[config.mk]
export PLATFORM = sky130hd
export DESIGN_NAME = rob_commit_ctrl
export DESIGN_NICKNAME = d
export VERILOG_FILES = /design/src/rtl/rob_commit_ctrl.sv
export SDC_FILE = /design/constraint.sdc
export NUM_CORES = 1
export LEC_CHECK = 0
export CAP_MARGIN = 20
export CORE_MARGIN = 5
export CORE_UTILIZATION = 46
export DETAILED_ROUTE_END_ITERATION = 10
export MAX_ROUTING_LAYER = met4
export PLACE_DENSITY = 0.87
export SYNTH_ARGS = -nofsm -noshare
export SYNTH_HDL_FRONTEND = slang
export SYNTH_SLANG_ARGS = --single-unit
[constraint.sdc]
create_clock -name clk -period 3.01 [get_ports clk]
set_input_delay 0.602 -clock clk [delete_from_list [all_inputs] [get_ports clk]]
set_output_delay 0.602 -clock clk [all_outputs]
set_load 0.1 [all_outputs]
[src/rtl/rob_commit_ctrl.sv]
// rtl/rob_commit_ctrl.sv - ROB retirement sequencer with flush sequencing; optional ROB_COMMIT_STATS_EN counters
module rob_commit_ctrl #(
   parameter int DATA_WIDTH   = 70,
   parameter int ADDR_WIDTH   = 5,
   parameter int COMMIT_WIDTH = 2,
   parameter int FLUSH_WAIT   = 2
) (
   input  logic                  clk,
   input  logic                  rst_n,
   input  logic                  head_flag0,
   input  logic                  head_flag1,
   input  logic                  buf_empty0,
   input  logic                  buf_empty1,
   input  logic [DATA_WIDTH-1:0] buf_out0,
   input  logic [DATA_WIDTH-1:0] buf_out1,
   output logic [1:0]            rob_re,
   output logic                  rob_pop,
   output logic                  rob_branch,
   output logic [31:0]           rob_branch_tag,
   input  logic                  flush_req,
   input  logic [31:0]           flush_tag,
   output logic                  flush_ack,
   input  logic                  rf_stall,
   output logic                  rf_we0,
   output logic                  rf_we1,
   output logic [4:0]            rf_wa0,
   output logic [4:0]            rf_wa1,
   output logic [31:0]           rf_wd0,
   output logic [31:0]           rf_wd1,
   output logic [1:0]            retire_valid,
   output logic [31:0]           retire_tag0,
   output logic [31:0]           retire_tag1,
   output logic                  busy
`ifdef ROB_COMMIT_STATS_EN
   ,
   output logic [31:0]           stat_retired,
   output logic [31:0]           stat_squashed,
   output logic [31:0]           stat_stall_cycles
`endif
);

   if (DATA_WIDTH != 70 || ADDR_WIDTH < 1 || COMMIT_WIDTH < 1 || COMMIT_WIDTH > 2 ||
       FLUSH_WAIT < 1 || FLUSH_WAIT > 15) begin : g_param_check
      $error("rob_commit_ctrl: illegal parameter value");
   end

   localparam logic [1:0] S_RUN    = 2'd0;
   localparam logic [1:0] S_DRAIN  = 2'd1;
   localparam logic [1:0] S_SQUASH = 2'd2;
   localparam logic [1:0] S_SETTLE = 2'd3;

   logic [1:0]            state_q, state_d;
   logic [3:0]            cnt_q, cnt_d;
   logic [31:0]           tag_q, tag_d;
   logic                  ack_q, ack_d;
   logic                  rob_pop_q, pop_d, two_d;
   logic [1:0]            rob_re_q;
   logic [1:0]            wb_v_q;
   logic [DATA_WIDTH-1:0] e0_q, e1_q;
   logic                  pp_q, pp_two_q;
   logic                  z0, z1;

   // Pop decision: in-order, only in RUN, never while stalled, flushing or a capture is owed
   always_comb begin
      pop_d = 1'b0;
      two_d = 1'b0;
      if (state_q == S_RUN && !rf_stall && !flush_req && !pp_q) begin
         if (COMMIT_WIDTH == 2 && !buf_empty1 && !head_flag0 && !head_flag1) begin
            pop_d = 1'b1;
            two_d = 1'b1;
         end else if (!buf_empty0 && !head_flag0) begin
            pop_d = 1'b1;
         end
      end
   end

   // Registered pop strobe and count toward the ROB
   always_ff @(posedge clk or negedge rst_n) begin
      if (!rst_n) begin
         rob_pop_q <= 1'b0;
         rob_re_q  <= 2'b00;
      end else begin
         rob_pop_q <= pop_d;
         rob_re_q  <= {1'b0, two_d};
      end
   end

   // Write-back capture; a stalled write-back holds, and a pop landing under it is captured once the stall clears
   always_ff @(posedge clk or negedge rst_n) begin
      if (!rst_n) begin
         wb_v_q   <= 2'b00;
         e0_q     <= '0;
         e1_q     <= '0;
         pp_q     <= 1'b0;
         pp_two_q <= 1'b0;
      end else if (wb_v_q != 2'b00 && rf_stall) begin
         if (rob_pop_q) begin
            pp_q     <= 1'b1;
            pp_two_q <= rob_re_q[0];
         end
      end else if (rob_pop_q || pp_q) begin
         e0_q   <= buf_out0;
         e1_q   <= buf_out1;
         wb_v_q <= {(rob_pop_q ? rob_re_q[0] : pp_two_q), 1'b1};
         pp_q   <= 1'b0;
      end else begin
         wb_v_q <= 2'b00;
      end
   end

   // Flush sequencing: drain the write-back, squash once, settle, then resume with an ack
   always_comb begin
      state_d = state_q;
      cnt_d   = cnt_q;
      tag_d   = tag_q;
      ack_d   = 1'b0;
      case (state_q)
         S_RUN: begin
            if (flush_req) begin
               state_d = S_DRAIN;
               tag_d   = flush_tag;
            end
         end
         S_DRAIN: begin
            if (!pp_q && (wb_v_q == 2'b00 || !rf_stall)) state_d = S_SQUASH;
         end
         S_SQUASH: begin
            state_d = S_SETTLE;
            cnt_d   = 4'(FLUSH_WAIT);
         end
         default: begin
            if (cnt_q <= 4'd1) begin
               state_d = S_RUN;
               cnt_d   = 4'd0;
               ack_d   = 1'b1;
            end else begin
               cnt_d = cnt_q - 4'd1;
            end
         end
      endcase
   end

   // Flush state registers
   always_ff @(posedge clk or negedge rst_n) begin
      if (!rst_n) begin
         state_q <= S_RUN;
         cnt_q   <= 4'd0;
         tag_q   <= 32'd0;
         ack_q   <= 1'b0;
      end else begin
         state_q <= state_d;
         cnt_q   <= cnt_d;
         tag_q   <= tag_d;
         ack_q   <= ack_d;
      end
   end

   // Decode of the captured entries; all-zero entries are squashed slots
   always_comb begin
      z0           = (e0_q == '0);
      z1           = (e1_q == '0);
      rf_we0       = wb_v_q[0] && !z0 && (e0_q[36:32] != 5'd0);
      rf_we1       = wb_v_q[1] && !z1 && (e1_q[36:32] != 5'd0);
      rf_wa0       = rf_we0 ? e0_q[36:32] : 5'd0;
      rf_wa1       = rf_we1 ? e1_q[36:32] : 5'd0;
      rf_wd0       = rf_we0 ? e0_q[31:0] : 32'd0;
      rf_wd1       = rf_we1 ? e1_q[31:0] : 32'd0;
      retire_tag0  = wb_v_q[0] ? e0_q[68:37] : 32'd0;
      retire_tag1  = wb_v_q[1] ? e1_q[68:37] : 32'd0;
      retire_valid = wb_v_q;
   end

   assign rob_pop        = rob_pop_q;
   assign rob_re         = rob_re_q;
   assign rob_branch     = (state_q == S_SQUASH);
   assign rob_branch_tag = tag_q;
   assign flush_ack      = ack_q;
   assign busy           = (state_q != S_RUN);

`ifdef ROB_COMMIT_STATS_EN
   logic [31:0] st_ret_q, st_sq_q, st_stall_q;
   logic        wb_fire;

   function automatic logic [31:0] sat_add(input logic [31:0] a, input logic [1:0] b);
      logic [32:0] s;
      s = {1'b0, a} + {31'd0, b};
      return s[32] ? 32'hFFFF_FFFF : s[31:0];
   endfunction

   assign wb_fire = (wb_v_q != 2'b00) && !rf_stall;

   // Saturating statistics, counted when a write-back completes
   always_ff @(posedge clk or negedge rst_n) begin
      if (!rst_n) begin
         st_ret_q   <= 32'd0;
         st_sq_q    <= 32'd0;
         st_stall_q <= 32'd0;
      end else begin
         if (wb_fire) begin
            st_ret_q <= sat_add(st_ret_q, {1'b0, wb_v_q[0]} + {1'b0, wb_v_q[1]});
            st_sq_q  <= sat_add(st_sq_q, {1'b0, wb_v_q[0] & z0} + {1'b0, wb_v_q[1] & z1});
         end
         if (state_q == S_RUN && !buf_empty0 && !pop_d) st_stall_q <= sat_add(st_stall_q, 2'd1);
      end
   end

   assign stat_retired      = st_ret_q;
   assign stat_squashed     = st_sq_q;
   assign stat_stall_cycles = st_stall_q;
`endif

endmodule
==> key figures <==
Setup path
  – Crit Path Class: reg -> out
  – Crit Path Max Fanout: 33
  – Worst Path Buf+Inv: 1
  – Setup crit end kind: primary output
  – Worst path max stage delay: 0.54 ns
  – CP startpoint kind: register
  – R2R Path Start: retire_valid[1]
  – Reg2Reg Capture Point: e0_q[17]
  – Slowest CP cell: or4_1
  – Reg2reg setup slack: 1.02 ns
  – Critical path required time: 2.41 ns
  – Cell family with most CP delay: simple AND/OR/NAND/NOR gates
  – Cells on worst reg2reg path: 5
  – Cell-by-cell trace of the critical path: or4_1, o21a_4, and2_2, buf_12
  – Arr. time, crit path: 2.15 ns

Synthesis
  – Post-synth cell types: 35
  – Synth Net Count: 771
  – Cell Area, Synth: 8145 sq um
  – Yosys warnings: 0
  – Async SR Flop Fraction: 100.0%
  – Syn Inst Count: 585
  – Top cells by area, synth: dfrtp_1, mux2_2, and2_1, and2_4, mux2_1
  – Yosys top cell by area: dfrtp_1
  – Post-synth top area share: 56.22%
  – Synth cell count leaders: dfrtp_1, mux2_2, and2_1
  – Main synth FF type: dfrtp_1
  – Yosys reg bits: 183
  – Top-count cell post-synth: dfrtp_1
  – Seq/Total Area, Yosys: 56.22%
  – Post-synth EDFFs: 0
  – Post-Syn Area per Cell: 13.92 sq um

Power and ir drop
  – Lkg Pwr: 5.748 nW
  – Sw frac: 40.64%
  – Internal: 0.006444 W
  – Worst vdd ir: 1030 uV
  – Total power: 0.01086 W
  – Pwr/cell area: 816.6 nW/um^2
  – Logic pwr share: 40.5%
  – Switch Pwr: 0.004412 W
  – Seq pwr share: 39.7%
  – Clock Power Share: 19.7%

Routing
  – Vias: 5,854
  – DR vias/cell: 4.982
  – WL final: 23,050 um
  – Met3 WL: 1436 um
  – Top Layer Used: met4
  – Met1 WL: 8814 um
  – Final ANT Viol Nets: 0
  – Initial DRC Count: 233
  – Initial DRT Pass Iterations: 4
  – Routed length on met2: 12,160 um
  – Remaining routing DRC violations: 0
  – DR WL/cell: 19.62 um

Clocking
  – Worst-Skew Late Latency: 0.42 ns
  – Hold_buf cts: 0
  – Resized cells post-CTS: 0
  – Clock buffer depth: 2
  – Clock Tree Root: clkbuf_16
  – TritonCTS clock tree: yes
  – Clock slew at reported path FFs: 0.07 ns
  – Setup Buffers After CTS: 0
  – TritonCTS Buffers: 17
  – H-tree depth: 4
  – Clock net sink count: 183

Worst hold path
  – HP Class: in -> async

Global route
  – First-pass GRT wire length: 34,970 um
  – GRT Total Usage: 23.13%
  – Initial antenna violation count: 2
  – Number of global-route vias before repair: 6,341
  – Largest net degree at the start of global routing: 76
  – Grt ovf: 0

Timing
  – Worst-Margin Slew: 0.7000 ns
  – Clk_skew: 0.01017 ns
  – RSZ-0062 raised after global routing: no
  – Fmax: 364.0 MHz
  – Final min period: 2.748 ns
  – Fin. max-slew vios: 0
  – Tcrit/Tclk final: 91.28%
  – Final setup viols: 0
  – Final setup TNS: 0 ns
  – Final Hold Fails: 0
  – Slew HR: 52.97%

Floorplan
  – Die Y: 143.1 um
  – Cell Rows: 48
  – Chip width: 143.1 um
  – Ports: 360
  – Die Area: 20,470 sq um
  – Core area: 17,360 sq um
  – Initial Util: 46.93%

Run
  – Max Cap Viol: 0

Final layout
  – Post-layout util: 76.59%
  – Area Growth Syn to Fin: 63.21%
  – NumNets Final: 1,121
  – Share of cells above drive strength 1: 46.41%
  – Final Non-Filler Cells: 1,175

Place
  – Post-DP HPWL: 17,570 um
  – I/O Buffers: 356
  – GPL Wtd Cong: 0.8028
  – Placed insts: 1,141

Status
  – Status: finished, final reports clean
[logic make-up (layout without fill, tap and decap cells)]
kind of cell	after synthesis	after routing	share of synthesized area (%)
flip-flops	183	183	56.22
multiplexers	173	173	23.92
AND/OR/NAND/NOR	163	163	13.99
buffers and inverters	40	403	3.088
AO/OA/AOI/OAI	19	19	1.813
adder cells (fa/ha/maj)	6	6	0.9216
other	1	3	0.04604
[metal layers]
| metal | vias to the layer above | track usage (%) |
|---|---|---|
| li1 | 2687 | - |
| met1 | 2870 | 26.09 |
| met2 | 255 | 39.94 |
| met3 | 42 | 5.693 |
| met4 | 0 | 8.354 |
| met5 | - | - |
[flip-flops by register name, summed over array words and instances, names as in the netlist, 2 cells and up]
| register | count |
|---|---|
| e0_q | 69 |
| e1_q | 69 |
| state_q | 2 |
| retire_valid | 2 |
| rob_branch_tag | 32 |
| cnt_q | 4 |
[power groups by stage]
| stage | Clock [W] | Sequential, W | Combinational (W) |
|---|---|---|---|
| after floorplan | 0 | 0.00578 | 0.00177 |
| after global placement | 0 | 0.00424 | 0.00431 |
| after detailed placement | 0 | 0.00436 | 0.00443 |
| after CTS | 0.00218 | 0.00433 | 0.00444 |
| after global routing | 0.00230 | 0.00447 | 0.00464 |
| final | 0.00214 | 0.00431 | 0.00440 |
[how the worst max path moves through the flow]
| stage | startpoint | cells after the start | slack, ns | to |
|---|---|---|---|---|
| floorplan | retire_valid[1] | 3 | 0.18 | retire_tag1[10] |
| global placement | rf_stall | 5 | 0.68 | e0_q[11] |
| detailed placement | rf_stall | 5 | 0.63 | e0_q[3] |
| CTS | e1_q[32] | 4 | 0.24 | rf_wd1[31] |
| global route | e1_q[32] | 4 | 0.18 | rf_wd1[31] |
| finish | e1_q[32] | 4 | 0.26 | rf_wd1[31] |
[stage by stage]
step	instance area [sq um]	setup slack [ns]	hold WS (ns)
after floorplan	8145	0.1827	0.3064
after global placement	12720	0.6760	0.4601
after detailed placement	12720	0.6284	0.4669
after CTS	13290	0.2439	0.1345
after global routing	13290	0.1835	0.1519
final	13290	0.2624	0.1250
[placed cells by master (no fill, tap or decap), types with 2 or more instances in the layout]
cell,n
ha_1,6
nor2_1,4
and2_2,8
a21oi_1,3
nor4_1,2
buf_12,107
and2_1,79
dfrtp_1,183
nor3_1,4
nand2_1,5
clkdlybuf4s50_1,176
mux2_1,18
clkinv_2,2
clkinv_4,4
o21a_1,3
diode_2,2
inv_6,4
clkbuf_8,4
or4_1,3
a21o_1,3
clkbuf_16,17
inv_1,6
o21ai_0,2
buf_4,81
o21a_4,2
and2_4,52
mux2_2,155
[worst reg2reg max path, cell delays in order, from the launching register on]
cell and delay [ns]:
dfrtp_1 0.43, buf_4 0.21, o21a_1 0.25, nor2_4 0.16, buf_12 0.35, mux2_2 0.47
[cell type report]
cell class,instances,area (sq um)
Clock buffer,21,480.5
Multi-Input combinational cell,362,3314
Sequential cell,183,4579
Antenna cell,2,5.005
Tap cell,225,281.5
Timing Repair Buffer,365,4523
Inverter,6,22.52
Fill cell,1049,4063
Clock inverter,11,87.58
No activity file was read; power rests on OpenSTA's default activity.
==> RTL edit 1: new RTL, same settings <==
Add a define of `ROB_COMMIT_STATS_EN`.
--- a/src/rtl/rob_commit_ctrl.sv
+++ b/src/rtl/rob_commit_ctrl.sv
@@ -1,4 +1,6 @@
 // rtl/rob_commit_ctrl.sv - ROB retirement sequencer with flush sequencing; optional ROB_COMMIT_STATS_EN counters
+`define ROB_COMMIT_STATS_EN
+
 module rob_commit_ctrl #(
    parameter int DATA_WIDTH   = 70,
    parameter int ADDR_WIDTH   = 5,
Function (old outputs only; new: stat_retired, stat_squashed and stat_stall_cycles): kept (Yosys induction, for registers that start in step).
==> RTL edit 1 against the original RTL <==
The run now ends with setup timing left. Setup slack worse by 0.80 ns. Power up 51%. Sequential share of layout area down 0.89 points. Wire length up 98%. Synthesized area up 62%. Final area up 58%. Maximum frequency down 23%. Clock power up 71%. Sequential cell count up 98. Cell count up 85%.
==> RTL edit 1: results <==
[cts]
cts_resized = 81
hold_buffers = 1
clk_latency_ns = 0.54
post-cts-setup-buffer-count = 12
clk_path_buf_depth = 3

[place]
dp_hpwl_um = 33000
routabilityCongestion = 0.910
pre_cts_slack_ns = -0.714
placed_area_um2 = 19400

[layout]
n_fill_cell = 1834
layout.nets = 1959
drive_gt1_share_pct = 43.7

[synthesis]
yosys-top-cells-count = dfrtp_1 (281), mux2_2 (184), and2_1 (147)
ys_top_cells_by_area = dfrtp_1 (53%), mux2_2 (16%), and2_1 (7.0%)
synth_cell_type_count = 58
syn_nets = 1345

[hold_path]
hp-class = reg -> reg

[run_status]
failed_checks = setup timing
status = complete, but fails checks

[route]
drt_pass1_iterations = 5
routed_wire_length_per_instance_um = 20.9
drt_first_iter_violations = 822

[global_route]
grt_pass1_wl_um = 69800
antenna_found_initial = 3
grt_pass1_vias = 12368
grt_max_degree = 77

[setup_path]
critPathMaxFanout = 4
slowest_delay_ns = 0.58

[timing]
setup_viol = 32
skew_ns = 0.00899
fin_ws_ns = -0.541

[power]
p_leak_nw = 9.67
peakVddDrop_mv = 1.78
RTL edit 1: cell count changes in the layout (fill, tap and decap cells not counted), sizes merged, moves of 14 or more:
cell and change:
buf +258, dfrtp +98, nand2 +94, nand3 +49, xor2 +41, nor4 +40, nand4 +37, nor2 +35
clkbuf +26, o21ai +19, and3 +15, nor3 +14
RTL edit 1: path summary, 6_finish.rpt:
path,startpoint,endpoint,slack (ns),cells after the start
min,rob_branch_tag[29],rob_branch_tag[29],0.51,1
max,e1_q[64],stat_squashed[26],-0.54,13
min in group asynchronous,rst_n,e1_q[3],0.60,2
max reg2reg,e1_q[64],stat_squashed[26],-0.54,13
min reg2reg,rob_branch_tag[29],rob_branch_tag[29],0.51,1
max in group asynchronous,rst_n,rob_branch_tag[11],1.54,3
RTL edit 1: routing by layer:
| layer | share of wire, % | global-route usage (%) | up-vias |
|---|---|---|---|
| met1 | 38 | 32.8 | 5970 |
| li1 | - | - | 5306 |
| met2 | 52 | 48.4 | 569 |
| met3 | 7.0 | 5.05 | 94 |
| met5 | 0 | - | - |
| met4 | 2.9 | 6.86 | 0 |
RTL edit 1: worst register-to-register path, delay by kind of cell, from the launching register on:
family,cells,cell delay (ns)
adders and majority gates,2,0.54
buffers and inverters,2,0.26
and+or+nand+nor,8,1.92
DFF,1,0.39
muxes,1,0.33
RTL edit 1: area by class of cell:
class	count	area share, %
antenna	3	0.0358
clock buffer	46	4.20
clock inverter	7	0.406
inverter	16	0.298
multi-input combinational	812	30.1
sequential	281	33.6
tap	384	2.29
timing repair buffer	627	29.1
RTL edit 1: per-stage QoR:
step / util, % / hold WS [ns] / std cells
6_report: 73.5 / 0.507 / 2176
5_1_grt: 73.5 / 0.526 / 2176
4_1_cts: 72.9 / 0.512 / 2167
3_5_place_dp: 68.0 / 0.498 / 2097
3_3_place_gp: 68.0 / 0.487 / 2097
2_1_floorplan: - / 0.306 / 1154
RTL edit 1: kinds of logic (layout without fill, tap and decap cells):
| family | count (synthesis) | after routing | share of synthesized area [%] |
|---|---|---|---|
| simple gates | 497 | 497 | 21.1 |
| flops | 281 | 281 | 53.3 |
| mux | 187 | 187 | 15.9 |
| compound gates | 64 | 64 | 3.20 |
| buf+inv | 61 | 696 | 1.90 |
| xor+xnor | 52 | 52 | 3.45 |
| fa+ha+maj | 11 | 11 | 1.16 |
| other cells | 1 | 4 | 0.0284 |
RTL edit 1: power breakdown:
| group | total (W) | switching (W) | leakage (nW) | internal, W |
|---|---|---|---|---|
| clock network | 0.00366 | 0.00149 | 0.478 | 0.00217 |
| logic | 0.00665 | 0.00389 | 5.69 | 0.00276 |
| registers | 0.00605 | 0.000982 | 3.50 | 0.00506 |
==> RTL edit 2: new RTL, same settings <==
Without the edit above. `tag_q` no longer has a reset.
--- a/src/rtl/rob_commit_ctrl.sv
+++ b/src/rtl/rob_commit_ctrl.sv
@@ -145,14 +145,16 @@
       if (!rst_n) begin
          state_q <= S_RUN;
          cnt_q   <= 4'd0;
-         tag_q   <= 32'd0;
          ack_q   <= 1'b0;
       end else begin
          state_q <= state_d;
          cnt_q   <= cnt_d;
-         tag_q   <= tag_d;
          ack_q   <= ack_d;
       end
+   end
+
+   always_ff @(posedge clk) begin
+      tag_q <= tag_d;
    end
 
    // Decode of the captured entries; all-zero entries are squashed slots
Function: changed (a bounded check fails within 4 cycles, from zero or initial values and one cycle with rst_n low).
==> RTL edit 2 against the original RTL <==
Combinational power shrank 43%. Maximum frequency shrank 1.8%. Final area shrank 4.6%. Sequential cell count is the same. Setup slack lost 0.050 ns. Hold slack gained 0.055 ns. Non-clock buffer count is the same. Power shrank 19%. Wire length shrank 1.8%. Clock skew grew 0.0018 ns. Register-to-register slack gained 0.09 ns. Synthesized area shrank 2.6%. Critical path type unchanged.
==> RTL edit 2: results <==
[run_status]
status = finished clean

[setup_path]
critPathCapture = rf_wd0[1]
rrSetupSlack_ns = 1.11
reg2reg_from = retire_valid[1]
critPathMaxFanout = 33
r2r_end = e0_q[6]
cp.arrival_ns = 2.20
r2r_cells = 4
crit_start = e0_q[33]

[place]
pre_cts_slack_ns = 0.611
dp_hpwl_um = 17400
port_buffers = 356
placed_area_um2 = 12100
routabilityCongestion = 0.820

[global_route]
grt.total_usage_pct = 23.2
grt_use_met3_pct = 5.56
grt_pass1_vias = 6154
grt_pass1_wl_um = 34500
antenna_found_initial = 1
use_met1_pct = 26.3
grt_util_met2_pct = 39.9
grt_max_degree = 77

[hold_path]
hp-class = in -> async

[synthesis]
synth_cell_type_count = 36
synth_edf_count = 32
synthArstFlopShare_pct = 82.5
seq_area_frac_synth_pct = 59.7
syn_nets = 736
yosys-top-cells-count = dfrtp_1 (151), mux2_2 (123), and2_1 (80)
ys.warnings.count = 0
ys_top_cells_by_area = dfrtp_1 (48%), mux2_2 (17%), edfxtp_1 (12%)
syn_avg_cell_area_um2 = 14.4

[layout]
drive_gt1_share_pct = 44.3
finalNonFillerCells = 1142
n_fill_cell = 1106

[route]
vias_per_cell = 4.92
drt_first_iter_violations = 211
routed_wire_length_per_instance_um = 19.8
drt_pass1_iterations = 4

[cts]
root_buffer = clkbuf_16
clk_path_buf_depth = 2
post-cts-setup-buffer-count = 0
hold_buffers = 0
cts-buffers-inserted = 17
clk_latency_ns = 0.42
h-tree-depth = 4
path_clk_slew_ns = 0.07

[power]
p_leak_nw = 5.42
peakVddDrop_mv = 0.510

[timing]
setup_viol = 0
skew_ns = 0.0120
max_freq_mhz = 357
worstMarginPinSlew_ns = 0.707
RTL edit 2: cell types whose count changed after synthesis, sizes merged:
cell	unedited run	this run
dfrtp	183	151
mux2	173	141
nand2	5	4
and2	139	140
buf	25	22
edfxtp	0	32
RTL edit 2: cells by family after synthesis:
family	Yosys count	synth area share, %
AO/OA/AOI/OAI	19	1.86
adder cells (fa/ha/maj)	6	0.946
buffers and inverters	37	2.98
flip-flops	183	59.7
multiplexers	141	20.0
other	1	0.0473
AND/OR/NAND/NOR	163	14.4
RTL edit 2: where the power goes:
group / internal (W) / total, W / switching, W
Clock: 0.00125 / 0.00225 / 0.000998
Combinational: 0.00120 / 0.00249 / 0.00129
Sequential: 0.00357 / 0.00407 / 0.000508
Total: 0.00602 / 0.00881 / 0.00280
RTL edit 2: critical path, cell delays in order (launching register included):
cell and delay (ns):
dfrtp_1 0.40, or4_1 0.55, o21a_4 0.35, and2_2 0.28, buf_12 0.17
RTL edit 2: per-layer routing:
metal	share of wire, %	wire [µm]
met5	0	0
met4	3.4	780
met3	6.3	1430
met2	53	11900
met1	38	8530
RTL edit 2: cell type report:
class,count,area share [%]
Sequential cell,183,37.4
Timing Repair Buffer,365,32.2
Multi-Input combinational cell,330,23.3
Clock buffer,18,3.38
Tap cell,225,2.22
Clock inverter,14,1.30
Inverter,6,0.178
Antenna cell,1,0.0197
RTL edit 2: metrics by stage:
stage	hold slack (ns)	utilization [%]	power, W
6_report	0.180	74.1	0.00881
5_1_grt	0.218	74.1	0.00931
4_1_cts	0.199	74.1	0.00891
3_5_place_dp	0.472	70.6	0.00665
3_3_place_gp	0.460	70.6	0.00645
2_1_floorplan	0.306	-	0.00582
